`src/rtl/latch_frame_decoder_if.sv`:
```
// Byte stream in, decoded frame results out, for latch_frame_decoder.
// The master drives bytes; the slave (the decoder) returns frame status.
interface latch_frame_decoder_if;
    logic [7:0]  i_Data;
    logic        i_ByteValid;
    logic        o_FrameValid;
    logic [31:0] o_Payload;
    logic [2:0]  o_Length;
    logic        o_Busy;
    logic [7:0]  o_ErrCount;

    modport master (
        output i_Data, i_ByteValid,
        input  o_FrameValid, o_Payload, o_Length, o_Busy, o_ErrCount
    );

    modport slave (
        input  i_Data, i_ByteValid,
        output o_FrameValid, o_Payload, o_Length, o_Busy, o_ErrCount
    );
endinterface

```
`src/rtl/latch_frame_decoder.sv`:
```
// Decodes SYNC / LEN / PAYLOAD / CHECKSUM frames arriving one byte per latch strobe.
// Checksum is the mod-256 sum of the length byte and all payload bytes.
module latch_frame_decoder #(
    parameter logic [7:0]  SYNC_BYTE = 8'hA5,
    parameter int unsigned MAX_LEN   = 4,
    parameter int unsigned TIMEOUT   = 16
) (
    input logic                  i_LatchClock,
    input logic                  i_Reset,
    latch_frame_decoder_if.slave io_Bus
);
    localparam logic [1:0] ST_IDLE    = 2'd0;
    localparam logic [1:0] ST_LEN     = 2'd1;
    localparam logic [1:0] ST_PAYLOAD = 2'd2;
    localparam logic [1:0] ST_CHECK   = 2'd3;

    localparam logic [7:0] MAX_LEN_B    = 8'(MAX_LEN);
    localparam logic [7:0] TIMEOUT_LAST = 8'(TIMEOUT - 1);

    logic [1:0]       r_State,    w_State;
    logic [2:0]       r_Len,      w_Len;
    logic [7:0]       r_Sum,      w_Sum;
    logic [2:0]       r_Index,    w_Index;
    logic [7:0]       r_Timer,    w_Timer;
    logic [3:0][7:0]  r_Buf,      w_Buf;
    logic [31:0]      r_Payload,  w_Payload;
    logic [2:0]       r_Length,   w_Length;
    logic             r_Valid,    w_Valid;
    logic [7:0]       r_ErrCount, w_ErrCount;
    logic             w_Err;

    always_comb begin
        w_State   = r_State;
        w_Len     = r_Len;
        w_Sum     = r_Sum;
        w_Index   = r_Index;
        w_Timer   = r_Timer;
        w_Buf     = r_Buf;
        w_Payload = r_Payload;
        w_Length  = r_Length;
        w_Valid   = 1'b0;
        w_Err     = 1'b0;

        if (io_Bus.i_ByteValid) begin
            w_Timer = '0;
            case (r_State)
                ST_IDLE: begin
                    if (io_Bus.i_Data == SYNC_BYTE) w_State = ST_LEN;
                end
                ST_LEN: begin
                    if (io_Bus.i_Data != 8'd0 && io_Bus.i_Data <= MAX_LEN_B) begin
                        w_State = ST_PAYLOAD;
                        w_Len   = io_Bus.i_Data[2:0];
                        w_Sum   = io_Bus.i_Data;
                        w_Index = '0;
                    end else begin
                        w_State = ST_IDLE;
                        w_Err   = 1'b1;
                    end
                end
                ST_PAYLOAD: begin
                    w_Buf[r_Index[1:0]] = io_Bus.i_Data;
                    w_Sum               = r_Sum + io_Bus.i_Data;
                    w_Index             = r_Index + 3'd1;
                    if (r_Index == r_Len - 3'd1) w_State = ST_CHECK;
                end
                default: begin
                    w_State = ST_IDLE;
                    if (io_Bus.i_Data == r_Sum) begin
                        w_Valid  = 1'b1;
                        w_Length = r_Len;
                        // Bytes beyond this frame's length may be stale from an earlier frame.
                        for (int k = 0; k < 4; k++) begin
                            w_Payload[8*k +: 8] = (3'(k) < r_Len) ? r_Buf[k] : 8'd0;
                        end
                    end else begin
                        w_Err = 1'b1;
                    end
                end
            endcase
        end else if (r_State != ST_IDLE) begin
            if (r_Timer == TIMEOUT_LAST) begin
                w_State = ST_IDLE;
                w_Timer = '0;
                w_Err   = 1'b1;
            end else begin
                w_Timer = r_Timer + 8'd1;
            end
        end else begin
            w_Timer = '0;
        end

        w_ErrCount = r_ErrCount;
        if (w_Err && r_ErrCount != 8'hFF) w_ErrCount = r_ErrCount + 8'd1;
    end

    always_ff @(posedge i_LatchClock or negedge i_Reset) begin
        if (!i_Reset) begin
            r_State    <= ST_IDLE;
            r_Len      <= '0;
            r_Sum      <= '0;
            r_Index    <= '0;
            r_Timer    <= '0;
            r_Buf      <= '0;
            r_Payload  <= '0;
            r_Length   <= '0;
            r_Valid    <= 1'b0;
            r_ErrCount <= '0;
        end else begin
            r_State    <= w_State;
            r_Len      <= w_Len;
            r_Sum      <= w_Sum;
            r_Index    <= w_Index;
            r_Timer    <= w_Timer;
            r_Buf      <= w_Buf;
            r_Payload  <= w_Payload;
            r_Length   <= w_Length;
            r_Valid    <= w_Valid;
            r_ErrCount <= w_ErrCount;
        end
    end

    assign io_Bus.o_FrameValid = r_Valid;
    assign io_Bus.o_Payload    = r_Payload;
    assign io_Bus.o_Length     = r_Length;
    assign io_Bus.o_Busy       = (r_State != ST_IDLE);
    assign io_Bus.o_ErrCount   = r_ErrCount;
endmodule

```
`src/flat_wrapper.sv`:
```
// flat-port wrapper written by rule: the top's interface ports become plain ports
module latch_frame_decoder_flat 
#(
    parameter logic [7:0]  SYNC_BYTE = 8'hA5,
    parameter int unsigned MAX_LEN   = 4,
    parameter int unsigned TIMEOUT   = 16
)
  (i_LatchClock, i_Reset, io_Bus_i_Data, io_Bus_i_ByteValid, io_Bus_o_FrameValid, io_Bus_o_Payload, io_Bus_o_Length, io_Bus_o_Busy, io_Bus_o_ErrCount);
  latch_frame_decoder_if io_Bus_i ();
  input logic i_LatchClock;
  input logic i_Reset;
  input wire logic [$bits(io_Bus_i.i_Data)-1:0] io_Bus_i_Data;
  input wire logic [$bits(io_Bus_i.i_ByteValid)-1:0] io_Bus_i_ByteValid;
  output wire logic [$bits(io_Bus_i.o_FrameValid)-1:0] io_Bus_o_FrameValid;
  output wire logic [$bits(io_Bus_i.o_Payload)-1:0] io_Bus_o_Payload;
  output wire logic [$bits(io_Bus_i.o_Length)-1:0] io_Bus_o_Length;
  output wire logic [$bits(io_Bus_i.o_Busy)-1:0] io_Bus_o_Busy;
  output wire logic [$bits(io_Bus_i.o_ErrCount)-1:0] io_Bus_o_ErrCount;
  assign io_Bus_i.i_Data = io_Bus_i_Data;
  assign io_Bus_i.i_ByteValid = io_Bus_i_ByteValid;
  assign io_Bus_o_FrameValid = io_Bus_i.o_FrameValid;
  assign io_Bus_o_Payload = io_Bus_i.o_Payload;
  assign io_Bus_o_Length = io_Bus_i.o_Length;
  assign io_Bus_o_Busy = io_Bus_i.o_Busy;
  assign io_Bus_o_ErrCount = io_Bus_i.o_ErrCount;
  latch_frame_decoder #(.SYNC_BYTE(SYNC_BYTE), .MAX_LEN(MAX_LEN), .TIMEOUT(TIMEOUT)) u_core (.i_LatchClock(i_LatchClock), .i_Reset(i_Reset), .io_Bus(io_Bus_i));
endmodule
```
`config.mk`:
```
export PLATFORM = sky130hd
export DESIGN_NAME = latch_frame_decoder_flat
export DESIGN_NICKNAME = d
export VERILOG_FILES = /design/src/rtl/latch_frame_decoder_if.sv /design/src/rtl/latch_frame_decoder.sv /design/src/flat_wrapper.sv
export SDC_FILE = /design/constraint.sdc
export NUM_CORES = 1
export LEC_CHECK = 0
export CAP_MARGIN = 15
export CELL_PAD_IN_SITES_DETAIL_PLACEMENT = 1
export CELL_PAD_IN_SITES_GLOBAL_PLACEMENT = 2
export CORE_ASPECT_RATIO = 0.75
export CORE_MARGIN = 3
export CORE_UTILIZATION = 44
export DETAILED_ROUTE_END_ITERATION = 10
export DONT_BUFFER_PORTS = 1
export PLACE_DENSITY_LB_ADDON = 0.05
export SLEW_MARGIN = 30
export SYNTH_ARGS = -nofsm -noshare
export SYNTH_HDL_FRONTEND = slang
export SYNTH_SLANG_ARGS = --single-unit
```
`constraint.sdc`:
```
create_clock -name i_LatchClock -period 3.6 [get_ports i_LatchClock]
set_input_delay 0.9 -clock i_LatchClock [delete_from_list [all_inputs] [get_ports i_LatchClock]]
set_output_delay 0.9 -clock i_LatchClock [all_outputs]
set_load 0.02 [all_outputs]
```
=== Word-level counts from Yosys, hierarchy flattened ===
Index checks and enable logic that the tools add are counted.

* Flip-flop bits (word level): 100
* Input port bits: 11
* Output and inout bits: 45
* Logic and storage cells: 82

* Add/sub/neg operators: 5
* Order comparisons: 7
* Eq/ne operators: 10
* Multiplexer cells: 30
* Bitwise operators: 1
* Reduce and logical (&&, ||, !) cells: 16

{| class="wikitable"
|+ Operators by type and width
! operator !! count
|-
| $mux 8 || 9
|-
| $bwmux 32 || 1
|-
| $add 8x1->8 const B || 2
|-
| $demux 8 s2 || 1
|-
| $pmux 8 s2 || 1
|-
| $mux 2 || 6
|-
| $reduce_and 3->1 || 3
|-
| $add 8x8->8 || 1
|-
| $eq 8x4->1 const B || 1
|-
| $eq 8x8->1 || 1
|-
| $eq 8x8->1 const B || 1
|-
| $le 8x3->1 const B || 1
|-
| $mux 1 || 8
|-
| $ne 8x8->1 const B || 1
|-
| $reduce_bool 2->1 || 4
|-
| $reduce_bool 8->1 || 1
|-
| $lt 1x3->1 const A || 2
|-
| $lt 2x3->1 const A || 2
|-
| $ne 3x2->1 const B || 2
|-
| $pmux 2 s3 || 1
|-
| $pmux 3 s2 || 1
|-
| $reduce_and 4->1 || 1
|-
| $add 3x1->3 const B || 1
|-
| $eq 3x3->1 || 1
|-
| other kinds (14) || 16
|}

=== Logic depth before layout (Yosys ltp) ===
* Word-level depth: 6
* Gate-level depth with buffers: 8
* Depth with buffers taken out: 8

=== Least setup slack after synthesis ===
Ideal clock, no wire load.

* Path type: input to register
* Start: input port io_Bus_i_Data[2]
* End: register u_core.r_ErrCount[1], in the netlist u_core.io_Bus.o_ErrCount[1]
* Library setup time: 125 ps
* Data arrival time: 2521 ps
* Required time: 3475 ps
* Path slack: 954 ps
* Cell stages on the path: 6
* Buffers on the path: 0
* Path through: ha_1 nor4b_1 nand3_1 a32oi_1 nor2_1 mux2_2

* Word-level cells in the longest chain between the ends: 6
* Elaborated cells on any way between the ends: 9
* Those cells by class: order compare (1); eq/ne (1); mux (4); reduce/logical (3)

{| class="wikitable"
|+ RTL lines
! element !! RTL line !! source
|-
| start: declaration || flat_wrapper.sv:12 || <nowiki>input wire logic [$bits(io_Bus_i.i_Data)-1:0] io_Bus_i_Data;</nowiki>
|-
| $le 8x3->1 or $reduce_bool 8->1 (tied branches) || latch_frame_decoder.sv:51 || <nowiki>if (io_Bus.i_Data != 8'd0 && io_Bus.i_Data <= MAX_LEN_B) begin</nowiki>
|-
| $logic_and 1x1->1 || latch_frame_decoder.sv:51 ||
|-
| $mux 1 || latch_frame_decoder.sv:51 ||
|-
| $pmux 1 s2 (*) || latch_frame_decoder.sv:46 || <nowiki>case (r_State)</nowiki>
|-
| $mux 1 (*) || latch_frame_decoder.sv:44 || <nowiki>if (io_Bus.i_ByteValid) begin</nowiki>
|-
| $logic_and 1x1->1 (*) || latch_frame_decoder.sv:94 || <nowiki>if (w_Err && r_ErrCount != 8'hFF) w_ErrCount = r_ErrCount + 8'd1;</nowiki>
|-
| end signal: assignment || latch_frame_decoder.sv:119 || <nowiki>r_ErrCount <= w_ErrCount;</nowiki>
|-
| end: declaration || latch_frame_decoder.sv:29 || <nowiki>logic [7:0] r_ErrCount, w_ErrCount;</nowiki>
|}

Every way passes the cells marked *; elsewhere a longest branch is shown, timed or not.
A chain may end at the register's enable or synchronous reset.

=== Worst setup path after layout ===
* Start: input port io_Bus_i_Data[5]
* End: register u_core.r_ErrCount[1], in the netlist u_core.io_Bus.o_ErrCount[1]

Same word-level chain as after synthesis.

==> impl_metrics.py <==
metrics = {
    "cts": {
        "cts_post_setup_buffers_inserted": 0,
        "holdBufCountCts": 0,
        "cts-buffers-inserted": 9,
        "clock_tree.htree_level_count": 3,
        "clk_root_buffer_cell": "sky130_fd_sc_hd__clkbuf_16",
        "post_cts.resized_instances": 0,
        "clock-sinks": 100,
        "cts_tree": "yes",
        "cts.clk_slew.worst_paths_ns": 0.07,
        "clock_insertion_delay_worst_skew_ns": 0.34,
        "cts-root-to-sink-buffers": 2,
    },
    "timing": {
        "setup_tns_ns": 0,
        "timing.max_slew.rel_slack_pct": 53.36,
        "setup_violations": 0,
        "fmax_mhz": 388.9,
        "worst_slew_pin_slew_ns": 0.6996,
        "timing.clock.skew_ns": 0.006239,
        "final_hold_violation_count": 0,
        "timing.final.crit_period_ns": 2.571,
        "setup_repair_after_global_routing_missed_its_margin": "no",
        "period_share_pct": 71.42,
        "final_max_slew_viol_count": 0,
        "setup_slack_ns": 1.029,
    },
    "synth": {
        "synth.top_cells.by_count": "sky130_fd_sc_hd__dfrtp_1 (100), sky130_fd_sc_hd__nand2_1 (91), sky130_fd_sc_hd__nand3_1 (42)",
        "synth_ff_type": "sky130_fd_sc_hd__dfrtp_1",
        "top_area_cells_in_the_synthesized_netlist": "sky130_fd_sc_hd__dfrtp_1 (55%), sky130_fd_sc_hd__nand2_1 (7.5%), sky130_fd_sc_hd__mux2_2 (7.4%)",
        "fraction_of_registers_with_async_set_reset_pct": 100.0,
        "synth_nets": 459,
        "synth_seq_cells": 100,
        "synthesis.area_per_instance_um2": 10.53,
        "synth-seq-area-share_pct": 55.02,
        "total_standard_cell_area_after_synthesis_um2": 4548,
        "number_of_enable_flip_flop_cells_after_synthesis": 0,
        "netlist_instances": 432,
        "yosys.area.top_type": "sky130_fd_sc_hd__dfrtp_1",
        "synth_top_cell_area_share_pct": 55.02,
        "most_instantiated_library_cell_after_synthesis": "sky130_fd_sc_hd__dfrtp_1",
        "synth_warnings": 0,
        "post_synth_num_cell_types": 46,
    },
    "global_route": {
        "grt_pass1_wl_um": 18050,
        "first_global_vias": 3500,
        "antenna_found_initial": 0,
        "grt_start_max_net_pins": 101,
        "grt.overflow.total": 0,
        "grt_usage_pct": 20.25,
    },
    "pwr": {
        "cell_internal_pwr_w": 0.001795,
        "max-vdd-ir-drop_v": 0.0003101,
        "power_leakage_nw": 2.488,
        "power_frac_clock_pct": 40.6,
        "p_per_area_nw_per_um2": 489.3,
        "share_comb_of_total_power_pct": 7.7,
        "switching_share_pct": 26.28,
        "share_seq_of_total_power_pct": 51.6,
        "total_switching_power_w": 0.0006398,
    },
    "setup_path": {
        "cp_top_family": "simple AND/OR/NAND/NOR gates",
        "worst_flop_to_flop_path_endpoint": "u_core.io_Bus.o_ErrCount[1]$_DFFE_PN0P_",
        "timing.critical_path.buf_inv": 0,
        "cp_slowest_stage_delay_ns": 0.54,
        "worst_ep_required_time_ns": 3.83,
        "reg2reg_setup_slack_ns": 1.19,
        "critical_path_peak_fanout": 8,
        "arrival_ns": 2.80,
        "reg2regPathDepth": 6,
        "setup.worst_path.class": "input port to register",
        "timing.critical_path.cells": "ha_1 > nor4_1 > nand3_1 > a32oi_1 > nor2_1 > mux2_2",
        "regToRegStartpoint": "u_core.r_Sum[2]$_DFFE_PN0P_",
        "worstSetupStartpointType": "input port",
        "slowest_stage": "sky130_fd_sc_hd__a32oi_1",
        "crit_path_end_kind": "register",
    },
    "floorplanning": {
        "core_area_um2": 9852,
        "io_pins": 56,
        "floorplan.initialDensity_pct": 46.16,
        "chipHeight_um": 94.05,
        "placement_rows": 31,
        "die_area_um2": 11610,
        "die_width_um": 123.4,
    },
    "route": {
        "drc_errors": 0,
        "drt_iter0_drc": 117,
        "ant_nets": 0,
        "detail_route.wirelength_um": 10630,
        "dr_total_vias": 3090,
        "drt_pre_antenna_iters": 4,
        "avgRoutedWirePerCell_um": 18.75,
        "via_per_inst": 5.450,
    },
    "status": {
        "run_status": "completed",
    },
    "cells_and_area": {
        "final_nets": 457,
        "stdcell_count": 567,
        "fillerInstances": 1065,
        "n_antenna_cell": 0,
        "final_layout_size_suffix_gt1_share_pct": 12.41,
        "relative_area_change_from_synthesis_to_final_layout_pct": 9.381,
    },
    "placed_design": {
        "port_buffers": 0,
        "post-place-cells": 551,
        "place_congestion": 0.8398,
        "detailedPlace.worstSlack_ns": 0.6583,
        "detailedPlacementHpwl_um": 7215,
    },
    "worst_hold_path": {
        "worstHoldPathType": "input port to async pin",
    },
    "job": {
        "cap_violations": 0,
    },
}
## layout make-up
cell class	instances	area, um2	share of cell area (%)
Sequential cell	100	2502	50.30
Multi-Input combinational cell	305	1939	38.98
Clock buffer	9	225.2	4.527
Tap cell	132	165.2	3.320
Clock inverter	7	86.33	1.735
Inverter	13	48.80	0.9809
Timing Repair Buffer	1	7.507	0.1509
## through the flow
stage	util [%]	cell area, um2	total power [W]	hold WS, ns
after floorplan	-	4548	0.001416	0.4329
after global placement	47.33	4663	0.001457	0.4590
after detailed placement	47.33	4663	0.001468	0.4755
after CTS	50.50	4975	0.002475	0.2294
after global routing	50.50	4975	0.002562	0.2233
final	50.50	4975	0.002434	0.2454
## power groups by stage
stage | Sequential (W) | Clock, W | Combinational (W)
2_1_floorplan | 0.00126 | 0 | 0.000158
3_3_place_gp | 0.00128 | 0 | 0.000180
3_5_place_dp | 0.00128 | 0 | 0.000189
4_1_cts | 0.00126 | 0.00103 | 0.000190
5_1_grt | 0.00127 | 0.00108 | 0.000215
6_report | 0.00126 | 0.000989 | 0.000188
## how the worst max path moves through the flow
| stage | end | start | slack [ns] | cells past startpoint |
|---|---|---|---|---|
| finish | u_core.io_Bus.o_ErrCount[1]$_DFFE_PN0P_ | io_Bus_i_Data[5] | 1.03 | 6 |
| global route | u_core.io_Bus.o_ErrCount[1]$_DFFE_PN0P_ | io_Bus_i_Data[2] | 0.82 | 6 |
| CTS | u_core.io_Bus.o_ErrCount[1]$_DFFE_PN0P_ | io_Bus_i_Data[5] | 1.03 | 6 |
| detailed placement | u_core.io_Bus.o_ErrCount[1]$_DFFE_PN0P_ | io_Bus_i_Data[5] | 0.66 | 6 |
| global placement | u_core.io_Bus.o_ErrCount[1]$_DFFE_PN0P_ | io_Bus_i_Data[5] | 0.73 | 6 |
| floorplan | u_core.io_Bus.o_ErrCount[1]$_DFFE_PN0P_ | io_Bus_i_Data[2] | 0.95 | 6 |
## cell usage in the layout (no fill, tap or decap), types with 2 or more instances in the layout
| master | netlist | routed |
|---|---|---|
| sky130_fd_sc_hd__o21ai_1 | 4 | 4 |
| sky130_fd_sc_hd__clkbuf_16 | 0 | 9 |
| sky130_fd_sc_hd__nor3_1 | 6 | 6 |
| sky130_fd_sc_hd__a21o_1 | 3 | 3 |
| sky130_fd_sc_hd__dfrtp_1 | 100 | 100 |
| sky130_fd_sc_hd__nand3_1 | 42 | 42 |
| sky130_fd_sc_hd__xor2_1 | 13 | 13 |
| sky130_fd_sc_hd__inv_1 | 13 | 13 |
| sky130_fd_sc_hd__o21bai_1 | 2 | 2 |
| sky130_fd_sc_hd__o21ai_0 | 19 | 19 |
| sky130_fd_sc_hd__or4_1 | 2 | 2 |
| sky130_fd_sc_hd__nor3b_1 | 4 | 4 |
| sky130_fd_sc_hd__a21oi_1 | 8 | 8 |
| sky130_fd_sc_hd__o211ai_1 | 2 | 2 |
| sky130_fd_sc_hd__clkinvlp_4 | 0 | 3 |
| sky130_fd_sc_hd__nand2_1 | 91 | 91 |
| sky130_fd_sc_hd__mux2i_1 | 2 | 2 |
| sky130_fd_sc_hd__nand2b_1 | 3 | 3 |
| sky130_fd_sc_hd__nor2b_1 | 4 | 4 |
| sky130_fd_sc_hd__and3_1 | 4 | 4 |
| sky130_fd_sc_hd__xnor2_1 | 8 | 8 |
| sky130_fd_sc_hd__ha_1 | 15 | 15 |
| sky130_fd_sc_hd__a32oi_1 | 2 | 2 |
| sky130_fd_sc_hd__a211oi_1 | 3 | 3 |
| sky130_fd_sc_hd__nor2_2 | 1 | 2 |
| sky130_fd_sc_hd__nor2_1 | 18 | 17 |
| sky130_fd_sc_hd__or3_1 | 2 | 2 |
| sky130_fd_sc_hd__mux2_2 | 30 | 30 |
## sequential cells by signal (all words and copies together), names as in the netlist
| signal | count |
|---|---|
| u_core.r_State | 2 |
| u_core.io_Bus.o_ErrCount | 8 |
| u_core.r_Index | 3 |
| u_core.r_Sum | 8 |
| u_core.r_Buf | 32 |
| u_core.io_Bus.o_Payload | 32 |
| u_core.r_Len | 3 |
| u_core.io_Bus.o_FrameValid | 1 |
| u_core.r_Timer | 8 |
| u_core.io_Bus.o_Length | 3 |
## routing by layer
layer	vias up	part of all wire [%]	global-route usage, %
met5	-	0	0
met4	0	1.1	4.516
met3	12	5.0	5.900
met2	57	46	32.38
met1	1551	47	27.35
li1	1470	-	-
## kinds of logic after synthesis
logic type,Yosys count,share of synthesized area [%]
XOR/XNOR,21,4.044
buffers and inverters,27,2.394
AND/OR/NAND/NOR,186,19.01
AO/OA/AOI/OAI,50,7.098
adder cells (fa/ha/maj),16,4.567
flip-flops,100,55.02
multiplexers,32,7.868
No activity file was read; power rests on OpenSTA's default activity.
